File: src/rtl/led_pattern_ctrl_if.sv
// Command channel into the LED pattern sequencer: mode + speed with valid/ready.
// Latency: none, this is wiring only.
// Backpressure: the producer holds cmd_valid and its payload until cmd_ready is seen high at a clock edge.
//
// Signals:
//   cmd_valid  producer -> sequencer  command present
//   cmd_ready  sequencer -> producer  command can be accepted this edge
//   cmd_mode   producer -> sequencer  0=OFF 1=BLINK 2=CHASE 3=BOUNCE
//   cmd_speed  producer -> sequencer  step period = cmd_speed+1 prescaler ticks
interface led_pattern_ctrl_if;
  logic       cmd_valid;
  logic       cmd_ready;
  logic [1:0] cmd_mode;
  logic [3:0] cmd_speed;

  modport master (
    output cmd_valid,
    output cmd_mode,
    output cmd_speed,
    input  cmd_ready
  );

  modport slave (
    input  cmd_valid,
    input  cmd_mode,
    input  cmd_speed,
    output cmd_ready
  );
endinterface

File: src/rtl/led_pattern_ctrl.sv
// LED bank sequencer (OFF/BLINK/CHASE/BOUNCE) timed by a prescaler and a speed divider.
// Latency: a command accepted in IDLE applies one edge later; in RUN it applies on the next step edge.
// Backpressure: one command slot; cmd_ready is low while a command is pending, so the host must hold cmd_valid.
//
// Ports:
//   clk         system clock, rising edge
//   rst         asynchronous active-low reset
//   cmd         command channel (slave side of led_pattern_ctrl_if)
//   leds        registered LED drive, 1 = on
//   cycle_done  one-cycle pulse on the step edge that completes a pattern period
//   busy        high whenever the FSM is not in IDLE
module led_pattern_ctrl #(
  parameter int N_LED   = 8,
  parameter int CLK_DIV = 1000
) (
  input  logic               clk,
  input  logic               rst,
  led_pattern_ctrl_if.slave  cmd,
  output logic [N_LED-1:0]   leds,
  output logic               cycle_done,
  output logic               busy
);

  localparam int PW = (CLK_DIV > 1) ? $clog2(CLK_DIV) : 1;
  localparam logic [PW-1:0]    PMAX = PW'(CLK_DIV - 1);
  localparam logic [N_LED-1:0] ONE  = N_LED'(1);

  localparam logic [1:0] MODE_OFF    = 2'd0;
  localparam logic [1:0] MODE_BLINK  = 2'd1;
  localparam logic [1:0] MODE_CHASE  = 2'd2;
  localparam logic [1:0] MODE_BOUNCE = 2'd3;

  typedef enum logic [1:0] {
    ST_IDLE = 2'd0,
    ST_RUN  = 2'd1,
    ST_PEND = 2'd2
  } state_t;

  state_t           state_q, state_d;
  logic [N_LED-1:0] leds_q, leds_d;
  logic             done_q, done_d;
  logic             dir_q, dir_d;      // 0 = moving toward MSB, 1 = toward LSB
  logic [1:0]       mode_q, mode_d;
  logic [3:0]       speed_q, speed_d;
  logic [PW-1:0]    presc_q, presc_d;
  logic [3:0]       scnt_q, scnt_d;
  logic             pend_q, pend_d;
  logic [1:0]       pmode_q, pmode_d;
  logic [3:0]       pspeed_q, pspeed_d;

  logic             accept;
  logic             tick;
  logic             step;
  logic             apply;

  logic [N_LED-1:0] pat_nxt;
  logic             pat_done;
  logic             pat_dir;

  assign accept = cmd.cmd_valid && !pend_q;
  assign tick   = (state_q != ST_IDLE) && (presc_q == PMAX);
  assign step   = tick && (scnt_q == speed_q);
  // A pending command lands immediately from IDLE, otherwise it replaces a step.
  assign apply  = pend_q && ((state_q == ST_IDLE) || ((state_q == ST_PEND) && step));

  // Next pattern value for a normal step of the current mode.
  always_comb begin
    pat_nxt  = leds_q;
    pat_done = 1'b0;
    pat_dir  = dir_q;
    case (mode_q)
      MODE_BLINK: begin
        pat_nxt  = ~leds_q;
        pat_done = (~leds_q == '1);
      end
      MODE_CHASE: begin
        // Rotate left; for a single LED this degenerates to holding bit0.
        pat_nxt  = (leds_q << 1) | (leds_q >> (N_LED - 1));
        pat_done = (pat_nxt == ONE);
      end
      MODE_BOUNCE: begin
        if (N_LED == 1) begin
          pat_nxt  = ONE;
          pat_done = 1'b1;
          pat_dir  = 1'b0;
        end else if (!dir_q) begin
          pat_nxt = leds_q << 1;
          pat_dir = pat_nxt[N_LED-1];
        end else begin
          pat_nxt  = leds_q >> 1;
          pat_dir  = ~pat_nxt[0];
          pat_done = pat_nxt[0];
        end
      end
      default: begin
        pat_nxt = '0;
      end
    endcase
  end

  always_comb begin
    state_d  = state_q;
    leds_d   = leds_q;
    done_d   = 1'b0;
    dir_d    = dir_q;
    mode_d   = mode_q;
    speed_d  = speed_q;
    presc_d  = presc_q;
    scnt_d   = scnt_q;
    pend_d   = pend_q;
    pmode_d  = pmode_q;
    pspeed_d = pspeed_q;

    if (accept) begin
      pend_d   = 1'b1;
      pmode_d  = cmd.cmd_mode;
      pspeed_d = cmd.cmd_speed;
    end

    case (state_q)
      ST_IDLE: begin
        presc_d = '0;
        scnt_d  = '0;
        leds_d  = '0;
      end
      default: begin
        presc_d = tick ? '0 : presc_q + PW'(1);
        if (tick) begin
          scnt_d = (scnt_q == speed_q) ? 4'd0 : scnt_q + 4'd1;
        end
        if (step && (state_q == ST_RUN || !pend_q)) begin
          leds_d = pat_nxt;
          dir_d  = pat_dir;
          done_d = pat_done;
        end
        if (accept) begin
          state_d = ST_PEND;
        end
      end
    endcase

    if (apply) begin
      pend_d  = 1'b0;
      mode_d  = pmode_q;
      speed_d = pspeed_q;
      presc_d = '0;
      scnt_d  = '0;
      dir_d   = 1'b0;
      done_d  = 1'b0;
      if (pmode_q == MODE_OFF) begin
        state_d = ST_IDLE;
        leds_d  = '0;
      end else begin
        state_d = ST_RUN;
        leds_d  = (pmode_q == MODE_BLINK) ? '1 : ONE;
      end
    end
  end

  always_ff @(posedge clk or negedge rst) begin
    if (!rst) begin
      state_q  <= ST_IDLE;
      leds_q   <= '0;
      done_q   <= 1'b0;
      dir_q    <= 1'b0;
      mode_q   <= MODE_OFF;
      speed_q  <= 4'd0;
      presc_q  <= '0;
      scnt_q   <= 4'd0;
      pend_q   <= 1'b0;
      pmode_q  <= MODE_OFF;
      pspeed_q <= 4'd0;
    end else begin
      state_q  <= state_d;
      leds_q   <= leds_d;
      done_q   <= done_d;
      dir_q    <= dir_d;
      mode_q   <= mode_d;
      speed_q  <= speed_d;
      presc_q  <= presc_d;
      scnt_q   <= scnt_d;
      pend_q   <= pend_d;
      pmode_q  <= pmode_d;
      pspeed_q <= pspeed_d;
    end
  end

  assign cmd.cmd_ready = ~pend_q;
  assign leds          = leds_q;
  assign cycle_done    = done_q;
  assign busy          = (state_q != ST_IDLE);

endmodule

File: src/flat_wrapper.sv
// flat-port wrapper written by rule: the top's interface ports become plain ports
module led_pattern_ctrl_flat 
#(
  parameter int N_LED   = 8,
  parameter int CLK_DIV = 1000
)
  (clk, rst, leds, cycle_done, busy, cmd_cmd_valid, cmd_cmd_mode, cmd_cmd_speed, cmd_cmd_ready);
  led_pattern_ctrl_if cmd_i ();
  input  logic clk;
  input  logic rst;
  output logic [N_LED-1:0] leds;
  output logic cycle_done;
  output logic busy;
  input wire logic [$bits(cmd_i.cmd_valid)-1:0] cmd_cmd_valid;
  input wire logic [$bits(cmd_i.cmd_mode)-1:0] cmd_cmd_mode;
  input wire logic [$bits(cmd_i.cmd_speed)-1:0] cmd_cmd_speed;
  output wire logic [$bits(cmd_i.cmd_ready)-1:0] cmd_cmd_ready;
  assign cmd_i.cmd_valid = cmd_cmd_valid;
  assign cmd_i.cmd_mode = cmd_cmd_mode;
  assign cmd_i.cmd_speed = cmd_cmd_speed;
  assign cmd_cmd_ready = cmd_i.cmd_ready;
  led_pattern_ctrl #(.N_LED(N_LED), .CLK_DIV(CLK_DIV)) u_core (.clk(clk), .rst(rst), .cmd(cmd_i), .leds(leds), .cycle_done(cycle_done), .busy(busy));
endmodule
File: config.mk
export PLATFORM = sky130hd
export DESIGN_NAME = led_pattern_ctrl_flat
export DESIGN_NICKNAME = d
export VERILOG_FILES = /design/src/rtl/led_pattern_ctrl_if.sv /design/src/rtl/led_pattern_ctrl.sv /design/src/flat_wrapper.sv
export SDC_FILE = /design/constraint.sdc
export NUM_CORES = 1
export LEC_CHECK = 0
export ABC_AREA = 1
export CORE_ASPECT_RATIO = 0.7
export CORE_MARGIN = 4
export CORE_UTILIZATION = 60
export DETAILED_ROUTE_END_ITERATION = 8
export PLACE_DENSITY = 0.95
export RECOVER_POWER = 100
export SETUP_SLACK_MARGIN = 0.4
export SYNTH_ARGS = -nofsm -noshare
export SYNTH_HDL_FRONTEND = slang
export SYNTH_SLANG_ARGS = --single-unit
File: constraint.sdc
create_clock -name clk -period 4.65 [get_ports clk]
set_clock_uncertainty 0.15 [all_clocks]
set_input_delay 1.395 -clock clk [delete_from_list [all_inputs] [get_ports clk]]
set_output_delay 1.395 -clock clk [all_outputs]
set_load 0.02 [all_outputs]
==> flow_summary.ini, run 1 <==
[setup_path]
crit_buf_inv = 1
crit_path_max_incr_delay_ps = 820
cpMostUsedCell = nand2_1
cp_top_family = simple AND/OR/NAND/NOR gates
worstPathMaxFanout = 32
path_cells = nor2_1, clkbuf_1, nor2_2, nand3_1, o21bai_1, nand2_1, nand2_2, nand2_1, nand2_1
crit_path_start_kind = flip-flop
cp_data_required_time_ps = 4690
slowest_stage = clkbuf_1
cp-end-kind = flip-flop
cp.arrival_ps = 3520
critPathKind = reg2reg

[synth]
yosys.area_share.simple_pct = 32.3
synth_top_family_by_area = simple AND/OR/NAND/NOR gates
netlist_area_mm2 = 0.00219
synth-compound-area-share_pct = 11.4
synth_nets = 301
ys_types = 31
muxShareOfSynthArea_pct = 2.06
synthXorXnorAreaFrac_pct = 0.801
ys_seq_area_share_pct = 44.6
synth_warnings = 0
synthAdderAreaFrac_pct = 1.14
synth.ff_latch_count = 39
avgSynthCellArea_um2 = 7.54
synth_cells = 290

[final_layout]
syn_to_final_growth_pct = 12.9
design_area_mm2 = 0.00247
nNetsFinal = 322
drive_gt1_share_pct = 8.01
n_antenna_cell = 0

[global_route]
antenna_found_initial = 0
grt_pass1_vias = 1938
grt-ovfl-total = 0
grt_pass1_wl_um = 8690
grt_max_degree = 40
grt_usage_pct = 23.5

[detailed_routing]
routed_wl_um = 4920
vias = 2025
wire_per_inst_um = 13.6
first_pass_iters = 5
drt_iter0_markers = 247
vias_per_cell = 5.59
antenna_left = 0
drc_errors = 0

[timing]
fin_crit_ps = 3490
setup_viol = 0
max_slew_margin_pct = -34.9
fin_setup_tns_ps = 0
max_freq_mhz = 287
worst_pin_slew_ps = 2020
slew_violations = 40
finalHoldViolations = 0
rsz0062_at_grt = no
finalCritPeriodShare_pct = 75.0

[run]
maxCapViolations = 1

[clock_tree]
clk_pin_slew_ps = 80
postCtsSetupRepairBufs = 0
hold_buffers = 0
ctsResizeCount = 0
insertion_delay_ps = 290
clockBufferDepth = 2
cts_made_buffers = 5
cts_tree = yes
cts_num_sinks = 39
cts.root.buffer_cell = clkbuf_8
cts_max_level = 2

[placed_design]
routabilityCongestion = 0.968
postPlaceCellArea_mm2 = 0.00240
port_buffers = 19
dp_hpwl_um = 3560

[floorplan]
die-area_mm2 = 0.00469
die_w_um = 80.1
rows = 18
initial_utilization_pct = 62.2
fp.coreArea_mm2 = 0.00351
die_y_um = 58.5
pin_count = 20

[pwr]
p_leak_nw = 1.26
peakVddDrop_mv = 0.218
power_density_mw_per_mm2 = 246

[worst_hold_path]
hold_path.class = reg2reg

[outcome]
status = finished, violations left
violations = max-capacitance violations, max-slew violations
## registers in the layout, summed over array words and instances (netlist names)
signal	flops
u_core.presc_q	10
u_core.cycle_done	1
u_core.scnt_q	4
u_core.speed_q	4
u_core.pend_q	1
u_core.mode_q	2
u_core.leds	8
u_core.dir_q	1
u_core.pmode_q	2
u_core.state_q	2
u_core.pspeed_q	4
## worst register-to-register path, cell delays in order (launching register included)
cell	delay [ps]
dfrtp_1	420
nor2_1	130
clkbuf_1	820
nor2_2	80
nand3_1	260
o21bai_1	230
nand2_1	790
nand2_2	300
nand2_1	150
nand2_1	50
## path summary, 6_finish.rpt
kind / start / end / slack, ps / depth (start not counted)
max: u_core.state_q[0] / u_core.leds[6] / 1160 / 9
max reg2reg: u_core.state_q[0] / u_core.leds[6] / 1160 / 9
max in group asynchronous: rst / u_core.presc_q[1] / 1670 / 1
min reg2reg: u_core.presc_q[0] / u_core.presc_q[0] / 340 / 1
min: u_core.presc_q[0] / u_core.presc_q[0] / 340 / 1
min in group asynchronous: rst / u_core.pspeed_q[0] / 1520 / 1
## cell usage after synthesis (all sizes together)
cell | instances | share of area (%)
a21oi | 21 | 4.8
a22oi | 1 | 0.34
a31oi | 2 | 0.57
and3 | 1 | 0.29
buf | 3 | 1.3
clkbuf | 3 | 0.52
dfrtp | 39 | 45
ha | 2 | 1.1
inv | 34 | 5.8
mux2 | 4 | 2.1
nand2 | 80 | 15
nand3 | 22 | 5.8
nor2 | 45 | 8.4
nor3 | 5 | 1.1
nor3b | 2 | 0.69
nor4 | 5 | 1.4
o211ai | 2 | 0.69
o21ai | 9 | 2.1
o21bai | 1 | 0.86
o22ai | 6 | 1.7
o31ai | 1 | 0.34
xor2 | 2 | 0.80
## layer usage
layer	share of wire [%]	global-route usage, %	vias to the layer above	wire length [um]
met5	0	0	-	0
met4	0.96	7.23	0	47
met3	9.0	4.59	10	441
met2	45	36.7	89	2190
met1	46	33.5	938	2240
li1	-	-	988	-
## stage by stage
stage               setup slack (ps)  utilization, %  hold WS, ps  power, mW  instances
floorplan                       2400               -          294      0.346        290
global placement                1960            68.4          309      0.359        354
detailed placement              1920            68.4          333      0.359        354
CTS                             1640            71.3          343      0.613        362
global route                     876            70.2          373      0.628        362
finish                          1160            70.2          343      0.607        362
## layout make-up
cell class / count / area (um^2)
Fill cell: 282 / 1050
Multi-Input combinational cell: 211 / 1010
Sequential cell: 39 / 976
Timing Repair Buffer: 20 / 188
Inverter: 34 / 128
Clock buffer: 7 / 96.3
Tap cell: 50 / 62.6
Clock inverter: 1 / 7.51
## report_power, final
group / total (mW) / leakage, nW / internal [mW] / switching, mW
sequential: 0.339 / 0.504 / 0.339 / 0
clock: 0.256 / 0.0505 / 0.135 / 0.121
combinational: 0.0125 / 0.706 / 0.00514 / 0.00734
total: 0.607 / 1.26 / 0.479 / 0.129
## cell usage in the layout, fill, tap and decap left out, types with 4 or more instances in the layout
cell,count
dfrtp_1,39
o22ai_1,6
nand2_2,4
mux2_2,4
a21oi_1,21
nor2_1,42
dlygate4sd3_1,12
nor3_1,5
inv_2,5
inv_1,29
nand2_1,76
nor4_1,5
nand3_1,21
o21ai_0,8
clkdlybuf4s50_1,6
clkbuf_8,7
## logic make-up after synthesis
kind of cell | Yosys count
mux | 4
fa+ha+maj | 2
buf+inv | 40
xor+xnor | 2
simple gates | 160
compound gates | 43
flops | 39
Power figures use the tool's default switching activity.
==> run 2: changes to the inputs <==
- CORE_UTILIZATION: 60 -> 51
- PLACE_DENSITY: 0.95 -> 0.87
- clock period: 4.65 -> 2.8 ns (I/O delays scaled with it)
==> run 2 against run 1 <==
  * The run now ends clean
  * Global-route usage decreased by 4.8 points
  * Utilization shrank 8.9 points
  * Largest power group unchanged
  * Critical path type is now reg2out
  * Sequential share of layout area about the same
==> flow_summary.ini, run 2 (synthesis gave the netlist of run 1 again) <==
[final_layout]
nNetsFinal = 322
top_register = u_core.presc_q
seqCellArea_um2 = 976
fill_cells = 363
syn_to_final_growth_pct = 12.8
drive_gt1_share_pct = 8.01
multi_input_area_mm2 = 0.00102
layout_common_cells = 76 x nand2_1, 44 x nor2_1, 39 x dfrtp_1, 30 x inv_1
design_area_mm2 = 0.00246
final_common_cell = nand2_1
n_antenna_cell = 0
largest_register_ffs = 10

[clock_tree]
clockBufferDepth = 2
hold_buffers = 0
insertion_delay_ps = 290
cts.root.buffer_cell = clkbuf_8
clk_pin_slew_ps = 80
cts_made_buffers = 5
postCtsSetupRepairBufs = 0
cts_tree = yes
cts_max_level = 2
cts_num_sinks = 39

[floorplan]
pin_count = 20
initial_utilization_pct = 54.4
die-area_mm2 = 0.00541
die_w_um = 86.3
fp.coreArea_mm2 = 0.00402
die_y_um = 62.8
rows = 19

[placed_design]
port_buffers = 19
dp_hpwl_um = 3360
routabilityCongestion = 0.867
postPlaceCellArea_mm2 = 0.00240

[timing]
finalCritPeriodShare_pct = 85.8
setup_viol = 0
slew_violations = 0
whs_ps = 336
fin_setup_tns_ps = 0
fin_crit_ps = 2400
max_slew_margin_pct = 36.3
rsz0062_at_grt = no
finalHoldViolations = 0
max_freq_mhz = 416
worst_pin_slew_ps = 955

[setup_path]
cp_data_required_time_ps = 1810
cp-end-kind = primary output
crit_cells = 1
critPathKind = reg2out
cp.arrival_ps = 1410
cp_top_family = buffers and inverters
path_cells = dlygate4sd3_1
crit_path_max_incr_delay_ps = 700
worstPathMaxFanout = 4
slowest_stage = dlygate4sd3_1
crit_buf_inv = 1
crit_path_start_kind = flip-flop
reg2reg_depth = 11

[detailed_routing]
routed_wl_um = 4750
wire_per_inst_um = 13.1
antenna_left = 0
vias_per_cell = 5.42
first_pass_iters = 5
vias = 1974
drt_iter0_markers = 212
drc_errors = 0

[worst_hold_path]
hold_depth = 1
hold_path.class = reg2reg

[global_route]
grt_usage_pct = 18.7
grt_pass1_vias = 1782
antenna_found_initial = 0
grt-ovfl-total = 0
grt_max_degree = 40
grt_pass1_wl_um = 8200

[run]
maxCapViolations = 0

[pwr]
p_leak_nw = 1.27
finalPower_mw = 1.06
power_density_mw_per_mm2 = 432
peakVddDrop_mv = 0.333

[outcome]
status = finished, final reports clean
## run 2: cell type report
cell class	instances	area share, %
inverter	34	5.18
clock buffer	6	3.35
multi-input combinational	211	41.4
sequential	39	39.6
tap	52	2.64
timing repair buffer	20	6.40
clock inverter	2	1.42
## run 2: worst paths after layout
path	startpoint	slack [ps]	to
min reg2reg	u_core.presc_q[0]	340	u_core.presc_q[0]
min	u_core.presc_q[0]	340	u_core.presc_q[0]
max	u_core.leds[0]	400	leds[0]
max reg2reg	u_core.state_q[0]	460	u_core.leds[0]
max in group asynchronous	rst	1370	u_core.state_q[0]
min in group asynchronous	rst	530	u_core.scnt_q[0]
## run 2: per-stage QoR
| step | utilization [%] | cells | worst slack [ps] |
|---|---|---|---|
| 2_1_floorplan | - | 290 | 1070 |
| 3_3_place_gp | 59.9 | 356 | 657 |
| 3_5_place_dp | 59.9 | 356 | 653 |
| 4_1_cts | 62.7 | 364 | 406 |
| 5_1_grt | 61.4 | 364 | 209 |
| 6_report | 61.4 | 364 | 396 |
## run 2: layer usage
layer | wire [um] | up-vias | track usage [%] | share of wire (%)
met5 | 0 | - | 0 | 0
met4 | 29 | 0 | 5.25 | 0.61
met3 | 355 | 4 | 4.48 | 7.5
met2 | 2110 | 84 | 27.4 | 44
met1 | 2260 | 906 | 27.5 | 48
li1 | - | 980 | - | -
## run 2: where the power goes
group / internal, mW / total (mW) / leakage, nW / switching [mW]
Sequential: 0.563 / 0.563 / 0.504 / 0
Clock: 0.288 / 0.480 / 0.0612 / 0.192
Combinational: 0.00875 / 0.0210 / 0.708 / 0.0123
Total: 0.860 / 1.06 / 1.27 / 0.204
## run 2: repair_timing
action / 4_1_cts / 5_1_grt
gates cloned: 0 / 0
setup endpoints to repair: 3 / 5
resized for setup: 3 / 5
pin swaps: 0 / 0
==> run 3: changes to the inputs <==
- CORE_UTILIZATION: 51 -> 60
- PLACE_DENSITY: 0.87 -> 0.9
- clock period: 2.8 -> 3 ns (I/O delays scaled with it)
==> run 3 against run 2 <==
  * Register-to-register slack better by 110 ps
  * Sequential share of layout area is the same
  * Setup slack lost 5.7 ps
  * First-iteration DRC count rose by 6.1%
  * Via count fell by 0.56%
  * Global-route usage increased by 3.9 points
  * Critical path depth is 2 higher
  * Power is 16% lower
==> flow_summary.ini, run 3 (synthesis gave the netlist of run 1 again) <==
[outcome]
status = finished, final reports clean

[final_layout]
largest_register_ffs = 10
nNetsFinal = 322
design_area_mm2 = 0.00246
syn_to_final_growth_pct = 12.8
top_register = u_core.presc_q
final_common_cell = nand2_1
drive_gt1_share_pct = 7.72
stdcell_count = 361
n_antenna_cell = 0
fill_cells = 297
layout_common_cells = 77 x nand2_1, 44 x nor2_1, 39 x dfrtp_1, 29 x inv_1

[floorplan]
pin_count = 20
die-area_mm2 = 0.00469
rows = 18
fp.coreArea_mm2 = 0.00351
die_y_um = 58.5
initial_utilization_pct = 62.2
die_w_um = 80.1

[detailed_routing]
antenna_left = 0
drc_errors = 0
first_pass_iters = 5
vias_per_cell = 5.44
wire_per_inst_um = 12.9
routed_wl_um = 4660
drt_iter0_markers = 225
vias = 1963

[timing]
finalHoldViolations = 0
slew_violations = 0
finalCritPeriodShare_pct = 87.0
worst_pin_slew_ps = 963
rsz0062_at_grt = no
fin_crit_ps = 2610
setup_viol = 0
max_freq_mhz = 383
max_slew_margin_pct = 35.8
fin_setup_tns_ps = 0

[clock_tree]
postCtsSetupRepairBufs = 0
clk_pin_slew_ps = 70
cts_made_buffers = 5
cts_num_sinks = 39
cts_tree = yes
hold_buffers = 0
ctsResizeCount = 0
clockBufferDepth = 2
insertion_delay_ps = 280
cts.root.buffer_cell = clkbuf_8
cts_max_level = 2

[global_route]
antenna_found_initial = 0
grt_pass1_vias = 1849
grt_usage_pct = 22.6
grt-ovfl-total = 0
grt_pass1_wl_um = 8290
grt_max_degree = 40

[setup_path]
critPathKind = reg2out
cp-startpoint = u_core.state_q[0]
ff2ff_setup_slack_ps = 570
r2r_start = u_core.presc_q[0]
endpoint = busy
worstPathMaxFanout = 4
reg2reg_depth = 9
r2r-end = u_core.leds[0]
cp_data_required_time_ps = 1950
cp.arrival_ps = 1560
cp-end-kind = primary output
crit_path_start_kind = flip-flop

[pwr]
p_leak_nw = 1.29
power_density_mw_per_mm2 = 364
peakVddDrop_mv = 0.322
p_switching_uw = 183
p_seq_share_pct = 58.6
swShare_pct = 20.4
p_comb_share_pct = 2.2
p_int_uw = 714
clock_power_share_pct = 39.2

[placed_design]
postPlaceCellArea_mm2 = 0.00240
place_inst = 354
port_buffers = 19
routabilityCongestion = 0.886
dp_hpwl_um = 3290

[run]
maxCapViolations = 0

[worst_hold_path]
hold_path.class = reg2reg
## run 3: cell count changes in the layout (fill, tap and decap cells not counted)
cell / change
bufinv_16: -1
clkbuf_1: -5
dlygate4sd2_1: -3
dlygate4sd3_1: +8
inv_1: -1
inv_2: +1
nand2_1: +1
nand2_2: -1
## run 3: worst min path at each step
stage                      start                end  slack, ps  depth (start not counted)
2_1_floorplan  u_core.presc_q[0]  u_core.presc_q[0]        290                          1
5_1_grt        u_core.presc_q[0]  u_core.presc_q[0]        360                          1
3_5_place_dp   u_core.presc_q[0]  u_core.presc_q[0]        320                          1
4_1_cts        u_core.presc_q[0]  u_core.presc_q[0]        330                          1
6_report       u_core.presc_q[0]  u_core.presc_q[0]        330                          1
3_3_place_gp   u_core.presc_q[0]  u_core.presc_q[0]        310                          1
## run 3: cell type report
type | count | area (um^2) | share of cell area, %
clock buffers | 6 | 82.6 | 3.35
well taps | 50 | 62.6 | 2.54
multi-input cells | 211 | 1020 | 41.3
flip-flops and latches | 39 | 976 | 39.6
inverters | 34 | 128 | 5.18
repair buffers | 20 | 193 | 7.82
clock inverters | 1 | 5.00 | 0.203
## run 3: power by group through the flow
stage          Clock [mW]  Sequential, mW  Combinational, mW
2_1_floorplan           0           0.536           0.000464
3_3_place_gp            0           0.536             0.0207
3_5_place_dp            0           0.536             0.0207
4_1_cts             0.360           0.525             0.0207
5_1_grt             0.386           0.525             0.0227
6_report            0.352           0.525             0.0195
## run 3: per-layer routing
| metal | vias up | share of wire, % | track usage (%) |
|---|---|---|---|
| li1 | 987 | - | - |
| met1 | 886 | 49 | 31.8 |
| met2 | 83 | 42 | 34.4 |
| met3 | 7 | 8.4 | 6.88 |
| met4 | 0 | 0.73 | 5.78 |
| met5 | - | 0 | 0 |
## run 3: stage by stage
stage | setup WS (ps) | hold WS, ps | power (mW) | util (%)
floorplan | 1250 | 294 | 0.536 | -
global placement | 803 | 310 | 0.556 | 68.4
detailed placement | 770 | 325 | 0.556 | 68.4
CTS | 505 | 335 | 0.906 | 70.9
global route | 302 | 364 | 0.934 | 70.2
finish | 391 | 332 | 0.897 | 70.2
## run 3: critical path, cell delays in order (launching register included)
cell and delay (ps):
dfrtp_1 410, nor2_1 130, inv_1 80, dlygate4sd3_1 650
